<file path="src/rtl/t05_pkg.sv">
// Shared types for the memory arbiter: FSM state, transaction owner and kind,
// plus the timeout counter width helper.
package t05_pkg;

    typedef enum logic [1:0] {
        IDLE  = 2'd0,
        ISSUE = 2'd1,
        WAIT  = 2'd2,
        DONE  = 2'd3
    } arb_state_t;

    typedef enum logic {
        OWN_INSTR = 1'b0,
        OWN_DATA  = 1'b1
    } owner_t;

    typedef enum logic {
        K_READ  = 1'b0,
        K_WRITE = 1'b1
    } kind_t;

    // Width able to hold 0..timeout; never narrower than one bit.
    function automatic int cnt_width(input int timeout);
        int w;
        w = $clog2(timeout + 1);
        return (w < 1) ? 1 : w;
    endfunction

endpackage

</file>
<file path="src/rtl/t05_mem_arbiter.sv">
// Two-requester memory arbiter (data over fetch) driving one external memory
// port with a single outstanding transaction and a busy timeout.
module t05_mem_arbiter
    import t05_pkg::*;
#(
    parameter int ADDR_W  = 32,
    parameter int DATA_W  = 32,
    parameter int TIMEOUT = 255
) (
    input  logic              clk,
    input  logic              nRst,
    input  logic              i_req,
    input  logic [ADDR_W-1:0] i_addr,
    output logic [DATA_W-1:0] i_rdata,
    output logic              i_ack,
    input  logic              d_rreq,
    input  logic              d_wreq,
    input  logic [ADDR_W-1:0] d_addr,
    input  logic [DATA_W-1:0] d_wdata,
    output logic [DATA_W-1:0] d_rdata,
    output logic              d_ack,
    output logic              mem_read,
    output logic              mem_write,
    output logic [ADDR_W-1:0] mem_addr,
    output logic [DATA_W-1:0] mem_wdata,
    input  logic [DATA_W-1:0] mem_rdata,
    input  logic              mem_busy,
    output logic              freeze,
    output logic              err
);

    localparam int CNT_W = cnt_width(TIMEOUT);
    localparam logic [CNT_W-1:0] CNT_LAST = CNT_W'(TIMEOUT - 1);

    arb_state_t       state;
    owner_t           owner;
    kind_t            kind;
    logic [CNT_W-1:0] cnt;

    // Handshake: a requester raises its req level and holds it until its ack
    // pulse; it must drop req during the ack cycle or it is taken as a new
    // request in the following IDLE. Requests are only looked at in IDLE.
    always_ff @(posedge clk or negedge nRst) begin
        if (!nRst) begin
            state     <= IDLE;
            owner     <= OWN_INSTR;
            kind      <= K_READ;
            cnt       <= '0;
            mem_read  <= 1'b0;
            mem_write <= 1'b0;
            mem_addr  <= '0;
            mem_wdata <= '0;
            i_rdata   <= '0;
            d_rdata   <= '0;
            i_ack     <= 1'b0;
            d_ack     <= 1'b0;
            err       <= 1'b0;
        end else begin
            case (state)
                IDLE: begin
                    if (d_wreq) begin
                        owner     <= OWN_DATA;
                        kind      <= K_WRITE;
                        mem_addr  <= d_addr;
                        mem_wdata <= d_wdata;
                        mem_write <= 1'b1;
                        state     <= ISSUE;
                    end else if (d_rreq) begin
                        owner    <= OWN_DATA;
                        kind     <= K_READ;
                        mem_addr <= d_addr;
                        mem_read <= 1'b1;
                        state    <= ISSUE;
                    end else if (i_req) begin
                        owner    <= OWN_INSTR;
                        kind     <= K_READ;
                        mem_addr <= i_addr;
                        mem_read <= 1'b1;
                        state    <= ISSUE;
                    end
                end
                ISSUE: begin
                    mem_read  <= 1'b0;
                    mem_write <= 1'b0;
                    cnt       <= '0;
                    state     <= WAIT;
                end
                WAIT: begin
                    if (!mem_busy || cnt == CNT_LAST) begin
                        // Timed-out reads return zero; writes leave rdata alone.
                        if (kind == K_READ) begin
                            if (owner == OWN_INSTR) begin
                                i_rdata <= mem_busy ? '0 : mem_rdata;
                            end else begin
                                d_rdata <= mem_busy ? '0 : mem_rdata;
                            end
                        end
                        i_ack <= (owner == OWN_INSTR);
                        d_ack <= (owner == OWN_DATA);
                        err   <= mem_busy;
                        state <= DONE;
                    end else begin
                        cnt <= cnt + CNT_W'(1);
                    end
                end
                DONE: begin
                    i_ack <= 1'b0;
                    d_ack <= 1'b0;
                    err   <= 1'b0;
                    state <= IDLE;
                end
                default: state <= IDLE;
            endcase
        end
    end

    // Gated by nRst so the stall also drops at once while reset is asserted.
    assign freeze = nRst & (i_req | d_rreq | d_wreq) & ~(i_ack | d_ack);

endmodule

</file>
<file path="config.mk">
export PLATFORM = sky130hd
export DESIGN_NAME = t05_mem_arbiter
export DESIGN_NICKNAME = d
export VERILOG_FILES = /design/src/rtl/t05_pkg.sv /design/src/rtl/t05_mem_arbiter.sv
export SDC_FILE = /design/constraint.sdc
export NUM_CORES = 1
export LEC_CHECK = 0
export CAP_MARGIN = 5
export CELL_PAD_IN_SITES_DETAIL_PLACEMENT = 1
export CELL_PAD_IN_SITES_GLOBAL_PLACEMENT = 2
export CORE_MARGIN = 5
export CORE_UTILIZATION = 24
export DETAILED_ROUTE_END_ITERATION = 7
export PLACE_DENSITY_LB_ADDON = 0.2
export SETUP_SLACK_MARGIN = 0.15
export SLEW_MARGIN = 20
export SYNTH_ARGS = -nofsm -noshare
export SYNTH_HDL_FRONTEND = slang
export SYNTH_SLANG_ARGS = --single-unit
</file>
<file path="constraint.sdc">
create_clock -name clk -period 1.7 [get_ports clk]
set_input_delay 0.34 -clock clk [delete_from_list [all_inputs] [get_ports clk]]
set_output_delay 0.34 -clock clk [all_outputs]
set_load 0.005 [all_outputs]
</file>
After elaboration in Yosys (flattened, before gate mapping):

Index checks and enable logic that the tools add are counted.

* add/sub/neg operators: 1
* reductions and logical operators: 16
* muxes and demuxes: 28
* equality and inequality tests: 10
* bitwise gates (word level): 8

Operator list (count)
* 2-to-1 mux 32 bit: 4
* one-hot mux 8 bit (2 select lines): 1
* 2-to-1 mux 1 bit: 12
* AND reduction 2 bit: 6
* one-hot mux 1 bit (2 select lines): 5
* adder 8 x 1 -> 8 bit (second input constant): 1
* equality test 8 bit (second input constant): 1
* 2-to-1 mux 2 bit: 4
* 2-to-1 mux 8 bit: 1
* != test 2 bit (second input constant): 4
* one-hot mux 2 bit (4 select lines): 1
* AND reduction 4 bit: 2
* nonzero test 2 bit: 3
* equality test 2 bit (second input constant): 2
* != test 4 bit (second input constant): 1
* != test 3 bit (second input constant): 1
* inverter 1 bit: 3
* OR 1 bit: 3
* AND reduction 3 bit: 1
* nonzero test 3 bit: 1
* bitwise AND 1 bit: 2
* equality test 2 x 1 -> 1 bit (second input constant): 1
* logical NOT 2 bit: 1
* logical NOT 1 bit: 1
* logical OR 1 bit: 1

* bits of input ports: 134
* output and inout bits: 134
* word-level logic and storage cells: 76
* flip-flop bits (word level): 145

Logic depth before layout (Yosys ltp):

Gate-level depths: netlist (run 1).

* depth in word-level cells: 4
* mapped depth: 8
* depth with buffers taken out: 6

Worst setup path after synthesis (run 1):

OpenSTA, ideal clock, no wires.

* path type: reg-to-reg
* start point: register state[0]
* end point: register cnt[7]
* cell stages (with the launch flop): 7
* period minus slack after synthesis: 1.639 ns
* arrival time: 1.487 ns
* slack: 0.061 ns
* path buffers: 1
* cells stage by stage: dfrtp_1 -> inv_1 -> ha_1 -> clkbuf_1 -> nand4_1 -> o311ai_0 -> o311ai_0

* word-level cells in the longest chain between the ends: 3
* elaborated cells on any way between the ends: 6
* those cells by class: eq/ne (3); mux (1); reduce/logical (2)

RTL lines
* start, declared: line t05_mem_arbiter.sv:35 `arb_state_t state;`
* start signal, assigned: line t05_mem_arbiter.sv:45 `state <= IDLE;`
* start signal, assigned: line t05_mem_arbiter.sv:67 `state <= ISSUE;`
* start signal, assigned: line t05_mem_arbiter.sv:73 `state <= ISSUE;`
* equality test 2 bit / equality test 2 x 1 -> 1 bit (equally long branches): line t05_mem_arbiter.sv:59 `case (state)`
* != test 2 bit (no line) / nonzero test 2 bit (equally long branches)
* AND reduction 2 bit (no line)
* end signal, assigned: line t05_mem_arbiter.sv:103 `cnt <= cnt + CNT_W'(1);`
* end, declared: line t05_mem_arbiter.sv:38 `logic [CNT_W-1:0] cnt;`

Several ways; a longest one is shown, not always the timed one.
A chain may end at the register's enable or synchronous reset.

Final worst setup path (run 1):

* start point: register cnt[0]
* end point: register d_rdata[27]

* word-level cells in the longest chain between the ends: 3

RTL lines
* equality test 8 bit: line t05_mem_arbiter.sv:89 `if (!mem_busy || cnt == CNT_LAST) begin`
* logical OR 1 bit: line t05_mem_arbiter.sv:89
* AND reduction 4 bit (no line)
* end signal, assigned: line t05_mem_arbiter.sv:95 `d_rdata <= mem_busy ? '0 : mem_rdata;`
* end, declared: line t05_mem_arbiter.sv:20 `output logic [DATA_W-1:0] d_rdata,`

No other way between the ends.

==> results of run 1 <==
-- placed cells by master, fill, tap and decap left out, drive strengths merged, types with 4 or more instances in the layout --
| cell | synthesis | final |
|---|---|---|
| a32o | 33 | 33 |
| buf | 21 | 85 |
| clkbuf | 14 | 24 |
| clkdlybuf4s50 | 0 | 129 |
| dfrtp | 145 | 145 |
| dlygate4sd2 | 0 | 132 |
| ha | 6 | 6 |
| inv | 5 | 15 |
| mux2 | 33 | 33 |
| mux2i | 32 | 32 |
| nand2 | 75 | 78 |
| nand3 | 9 | 9 |
| nor2 | 4 | 4 |
| o211ai | 4 | 4 |
| o21ai | 40 | 41 |
| o2bb2ai | 32 | 32 |
-- final cells by class --
class	instances	share of cell area
flip-flops and latches	145	0.324
repair buffers	356	0.320
multi-input cells	306	0.266
clock buffers	18	0.0392
well taps	330	0.0368
clock inverters	14	0.0121
inverters	5	0.00190
-- worst max path at each step --
stage | slack [ns] | to | startpoint | depth (start not counted)
after floorplan | 0.12 | i_rdata[20]$_DFFE_PN0P_ | state[0]$_DFFE_PN0P_ | 6
after global placement | -0.41 | freeze | d_rreq | 5
after detailed placement | -0.46 | freeze | d_rreq | 5
after CTS | -0.01 | freeze | d_rreq | 5
after global routing | -0.0009 | freeze | i_ack$_DFFE_PN0P_ | 3
final | 0.08 | d_rdata[27]$_DFFE_PN0P_ | cnt[0]$_DFFE_PN0P_ | 8
-- flip-flops by register name (all words and copies together) (netlist names) --
register / cells
d_rdata: 32
i_rdata: 32
mem_addr: 32
mem_wdata: 32
cnt: 8
state: 2
d_ack: 1
err: 1
i_ack: 1
kind: 1
mem_read: 1
mem_write: 1
owner: 1
-- metal layers --
layer  track usage  share of wire  vias up
li1              -              -     2513
met3        0.0741           0.11       15
met1         0.192           0.39     2785
met2         0.272           0.50      216
met5             0              0        -
met4        0.0438         0.0088        0
-- power by group through the flow --
| stage | Sequential, mW | Clock, mW | Combinational [mW] |
|---|---|---|---|
| global route | 6.26 | 3.99 | 9.39 |
| floorplan | 6.02 | 0 | 2.53 |
| detailed placement | 6.01 | 0 | 7.20 |
| finish | 6.03 | 3.73 | 8.66 |
| global placement | 5.93 | 0 | 7.08 |
| CTS | 5.95 | 3.85 | 7.41 |
-- kinds of logic (layout without fill, tap and decap cells) --
group                    count (synthesis)  in the layout
AO/OA/AOI/OAI                          123            124
XOR/XNOR                                 1              1
adder cells (fa/ha/maj)                  6              6
buffers and inverters                   41            393
flip-flops                             145            145
multiplexers                            65             65
AND/OR/NAND/NOR                        107            110
-- repair_timing --
| action | 4_1_cts | 5_1_grt |
|---|---|---|
| pin swaps | 60 | 65 |
| buffers inserted | 30 | 13 |
| gates cloned | 7 | 12 |
| resized for setup | 202 | 86 |
| setup endpoints to repair | 209 | 121 |
-- per-stage QoR --
step                      power [mW]  hold slack (ns)   util
final                           18.4           0.0299  0.444
after global routing            19.6            0.127  0.444
after CTS                       17.2            0.116  0.417
after detailed placement        13.2            0.473  0.370
after global placement          13.0            0.464  0.370
after floorplan                 8.55           0.0444      -
-- critical path, delay by kind of cell (launching register included) --
| kind | cells | cell delay [ns] |
|---|---|---|
| buffers and inverters | 3 | 0.43 |
| AND/OR/NAND/NOR | 2 | 0.21 |
| AO/OA/AOI/OAI | 2 | 0.29 |
| flip-flops | 1 | 0.39 |
| adder cells (fa/ha/maj) | 1 | 0.16 |
==> flow_summary.json, run 1 <==
{
  "ys_async_sr_fraction": 1.00,
  "synth_simple_gate_area_frac": 0.0840,
  "totalWireLength_um": 25500,
  "switching_share": 0.348,
  "layout.cells.non_filler": 1174,
  "globalRoute.totalOverflow": 0,
  "yosys-top-cells-count": "sky130_fd_sc_hd__dfrtp_1, sky130_fd_sc_hd__nand2_1, sky130_fd_sc_hd__o21ai_0",
  "cp_cell_sequence": "inv_2 -> ha_4 -> nand3_4 -> o21ai_4 -> buf_12 -> nand2b_4 -> clkbuf_16 -> o2bb2ai_2",
  "cp.required_ns": 1.98,
  "power_frac_clock": 0.203,
  "crit-reg2reg-capture": "d_rdata[27]$_DFFE_PN0P_",
  "dpl.cell_count": 1080,
  "post-synth-top-area-fraction": 0.587,
  "worst_setup_path_end_kind": "flip-flop",
  "placementRows": 58,
  "multi_input_gate_area_in_the_final_layout_sq_mm": 0.00299,
  "synth-seq-cells": 145,
  "status": "finished, final reports clean",
  "grt_pass1_wl_um": 36700,
  "ff2ff_setup_slack_ns": 0.08,
  "setup_viol_count_final": 0,
  "worst_skew_pair.late_latency_ns": 0.42,
  "cts.root.buffer_cell": "sky130_fd_sc_hd__clkbuf_16",
  "cts.sinks": 145,
  "synth_cells": 488,
  "fin_nets": 971,
  "place.port_buffers": 267,
  "floorplan.initialDensity": 0.245,
  "adder_cell_share_of_the_synthesized_area": 0.0122,
  "worst_slew_pin_slew_ns": 0.883,
  "post_synth.cell_area_avg_sq_um": 12.7,
  "worst_slack_ns": 0.0784,
  "place.detailed.hpwl_um": 15900,
  "tns_ns": 0,
  "antenna_violating_nets_post_route": 0,
  "seq_area_sq_mm": 0.00363,
  "detailroute.via_count": 5529,
  "first_iter_violations": 259,
  "synth.lib_cells_used.distinct": 47,
  "grt_max_degree": 146,
  "routed_wire_length_per_instance_um": 21.7,
  "post_route_cells_drive_above_1_share": 0.293,
  "yosys_warnings": 0,
  "post_synthesis_mux_area_share": 0.112,
  "ctsHtreeMaxLevel": 4,
  "clock_tree.buffer_depth": 2,
  "cp_slowest_cell": "sky130_fd_sc_hd__dfrtp_1",
  "grt_pass1_vias": 6126,
  "design.die.area_sq_mm": 0.0291,
  "holdCritPathClass": "in2async",
  "yosys.area_share.xor_xnor": 0.00142,
  "synth-seq-area-share": 0.587,
  "synth_top_area_cell": "sky130_fd_sc_hd__dfrtp_1",
  "pwr-share-seq": 0.327,
  "power_switching_mw": 6.41,
  "start_kind": "flip-flop",
  "p_int_mw": 12.0,
  "number_of_enable_type_register_cells_in_the_synthesized_netlist": 0,
  "fmax_ghz": 0.617,
  "critical_path.reg2reg.startpoint": "cnt[0]$_DFFE_PN0P_",
  "yosys_most_used_dff": "sky130_fd_sc_hd__dfrtp_1",
  "timing.final.hold_violations": 0,
  "skew_ns": 0.0147,
  "synth.net_count": 628,
  "worst-setup-path-type": "reg2reg",
  "path_clk_slew_ns": 0.06,
  "post_drt_via_cell_ratio": 4.71,
  "power_per_cell_area_mw_per_mm2": 1640,
  "worstPathMaxFanout": 8,
  "detailedRoute.firstPassIterationCount": 4,
  "postCtsHoldBufs": 0,
  "post-synth-top-count-cell": "sky130_fd_sc_hd__dfrtp_1",
  "timing.final.crit_share": 0.954,
  "rsz_0062_raised_after_global_routing": "yes",
  "layout_min_cycle_time_ns": 1.62,
  "synth_top_family_by_area": "compound AO/OA/AOI/OAI gates",
  "timing.critical_path.slowest_cell_delay_ns": 0.39,
  "final_area_sq_mm": 0.0112,
  "core_sq_mm": 0.0253,
  "die_height_um": 170,
  "io-pin-count": 268,
  "num_antenna_cells": 0,
  "syn2layout_area_growth_pct": 81.4,
  "max_slew_margin": 0.411,
  "synth.top_cells.by_area": "sky130_fd_sc_hd__dfrtp_1, sky130_fd_sc_hd__mux2_2, sky130_fd_sc_hd__a32o_1, sky130_fd_sc_hd__mux2i_1, sky130_fd_sc_hd__o2bb2ai_1",
  "dp_slack_ns": -0.457,
  "worst_r2r_path_depth": 8,
  "place_area_sq_mm": 0.00934,
  "route.detailed.drc": 0,
  "max_cap_violations": 0,
  "fillers": 2711,
  "portion_of_total_power_attributed_to_combinational_logic": 0.470,
  "area_of_the_mapped_netlist_sq_mm": 0.00618,
  "complex_gate_fraction_of_the_synthesized_area": 0.156,
  "ir_worst_vdd_uv": 655,
  "grt_usage": 0.164,
  "cts_tree": "built",
  "worst_ep_arrival_ns": 1.91,
  "gpl.final_weighted_congestion": 0.830,
  "chipWidth_um": 170,
  "antenna_found_initial": 0,
  "number_of_buffers_created_by_cts": 17,
  "drv_slew": 0,
  "leakagePower_nw": 5.15
}
No activity file was read; power rests on OpenSTA's default activity.
==> run 2, diff against run 1 <==
==> constraint.sdc (replaced) <==
create_clock -name clk -period 1.3 [get_ports clk]
set_input_delay 0.26 -clock clk [delete_from_list [all_inputs] [get_ports clk]]
set_output_delay 0.26 -clock clk [all_outputs]
set_load 0.005 [all_outputs]
==> run 2 against run 1 <==
Effect of this change: the run now ends with hold timing, setup timing left; maximum frequency rose by 1.5%; worst hold slack lost 0.040 ns; count of clock-buffer cells in the layout stayed put; first-iteration DRC count increased by 9.7%; via count increased by 6.6%; clock power grew 35%; sequential power up 30%; critical path depth decreased by 1; critical path type unchanged; critical endpoint is now mem_wdata[24]$_DFFE_PN0P_; largest cell class is now non-clock buffers.
==> flow_summary.json, run 2 (same netlist as run 1, synthesis figures left out) <==
{
  "status": "finished with violations",
  "violated_checks": "hold timing, setup timing",
  "worst_skew_pair.late_latency_ns": 0.42,
  "drv_slew": 0,
  "mostFrequentLayoutCell": "sky130_fd_sc_hd__buf_4",
  "endpoint": "mem_wdata[24]$_DFFE_PN0P_",
  "io-pin-count": 268,
  "core_sq_mm": 0.0253,
  "final_area_sq_mm": 0.0115,
  "grt_pass1_wl_um": 36300,
  "critical_path.reg2reg.startpoint": "state[0]$_DFFE_PN0P_",
  "place.port_buffers": 267,
  "grt_max_degree": 60,
  "worst_r2r_path_depth": 7,
  "cts_tree": "built",
  "totalWireLength_um": 24500,
  "post_drt_via_cell_ratio": 4.61,
  "route.detailed.drc": 0,
  "leakagePower_nw": 5.63,
  "skew_ns": 0.0110,
  "overall_power_consumption_mw": 26.6,
  "antenna_violating_nets_post_route": 0,
  "setup.worst_path.start": "state[0]$_DFFE_PN0P_",
  "detailroute.via_count": 5892,
  "setup_viol_count_final": 148,
  "timing.final.hold_violations": 6,
  "design.die.area_sq_mm": 0.0291,
  "place.detailed.hpwl_um": 16300,
  "path_clk_slew_ns": 0.07,
  "worst-setup-path-type": "reg2reg",
  "crit-reg2reg-capture": "mem_wdata[24]$_DFFE_PN0P_",
  "worstPathMaxFanout": 8,
  "worst_slack_ns": -0.298,
  "worst_slew_pin_slew_ns": 0.796,
  "grt_usage": 0.160,
  "detailedRoute.firstPassIterationCount": 4,
  "worst_ep_arrival_ns": 1.90,
  "die_height_um": 170,
  "max_cap_violations": 0,
  "chipWidth_um": 170,
  "ctsHtreeMaxLevel": 4,
  "ir_worst_vdd_uv": 867,
  "globalRoute.totalOverflow": 0,
  "start_kind": "flip-flop",
  "num_antenna_cells": 0,
  "syn2layout_area_growth_pct": 86.6,
  "timing.final.crit_share": 1.23,
  "number_of_buffers_created_by_cts": 17,
  "routed_wire_length_per_instance_um": 19.1,
  "most_used_cells_in_the_layout_excluding_fill_and_tap_cells": "sky130_fd_sc_hd__buf_4, sky130_fd_sc_hd__dfrtp_1, sky130_fd_sc_hd__clkdlybuf4s50_1",
  "cts.sinks": 145,
  "worst_setup_path_end_kind": "flip-flop",
  "first_iter_violations": 284,
  "max_slew_margin": 0.469,
  "rsz_0062_raised_after_global_routing": "yes",
  "grt_pass1_vias": 6209,
  "dpl.cell_count": 1110,
  "fmax_ghz": 0.626,
  "clock_tree.buffer_depth": 2,
  "gpl.final_weighted_congestion": 0.798,
  "ff2ff_setup_slack_ns": -0.30,
  "cts.root.buffer_cell": "sky130_fd_sc_hd__clkbuf_16",
  "placementRows": 58,
  "place_area_sq_mm": 0.00975,
  "cp.required_ns": 1.61,
  "floorplan.initialDensity": 0.245,
  "fillers": 2736,
  "holdCritPathClass": "in2async",
  "layout.cells.non_filler": 1278,
  "antenna_found_initial": 3,
  "timing.hold.ws_ns": -0.0101,
  "fin_nets": 1076,
  "power_per_cell_area_mw_per_mm2": 2300,
  "layout_min_cycle_time_ns": 1.60,
  "post_route_cells_drive_above_1_share": 0.518,
  "dp_slack_ns": -0.671
}
## run 2: final cells by class
type                       count  area (sq um)  share of cell area
clock buffer                  18           439              0.0381
sequential                   145          3630               0.315
clock inverter                13           154              0.0133
inverter                       5          18.8             0.00163
timing repair buffer         465          4020               0.349
tap                          330           413              0.0358
multi-input combinational    302          2850               0.248
## run 2: timing repair
item | CTS | global route
gates resized for setup | 651 | 44
endpoints found under the hold margin | 0 | 0
buffers inserted | 61 | 65
cloned | 9 | 2
hold buffers | 0 | 0
pin swaps | 20 | 16
endpoints found under the setup margin | 279 | 279
## run 2: metrics by stage
stage	hold WS [ns]	TNS, ns	utilization
finish	-0.0101	-31.95	0.457
global route	0.0305	-41.82	0.457
CTS	0.00822	-30.49	0.427
detailed placement	0.460	-55.02	0.386
global placement	0.462	-51.91	0.386
floorplan	-0.0356	-22.12	-
## run 2: how the worst min path moves through the flow
stage,from,to,cells after the start
after global placement,nRst,err$_DFFE_PN0P_,3
after detailed placement,nRst,err$_DFFE_PN0P_,3
after floorplan,nRst,cnt[0]$_DFFE_PN0P_,0
final,nRst,i_ack$_DFFE_PN0P_,3
after global routing,nRst,err$_DFFE_PN0P_,3
after CTS,nRst,mem_addr[4]$_DFFE_PN0P_,3
## run 2: critical path, cell delays in order (launching register included)
cell and delay [ns]:
sky130_fd_sc_hd__dfrtp_1 0.38, sky130_fd_sc_hd__inv_2 0.07, sky130_fd_sc_hd__buf_6 0.12, sky130_fd_sc_hd__ha_4 0.17, sky130_fd_sc_hd__buf_12 0.13, sky130_fd_sc_hd__nand2_8 0.13, sky130_fd_sc_hd__clkbuf_16 0.18, sky130_fd_sc_hd__mux2_4 0.29
## run 2: metal layers
metal	GRT usage	routed length (um)
met5	0	34
met4	0.0410	436
met3	0.0664	2300
met2	0.259	11700
met1	0.198	10000
## run 2: power breakdown
part | switching (mW) | total, mW | internal, mW
sequential | 1.27 | 7.85 | 6.57
clock | 2.14 | 5.05 | 2.91
combinational | 5.32 | 13.7 | 8.34
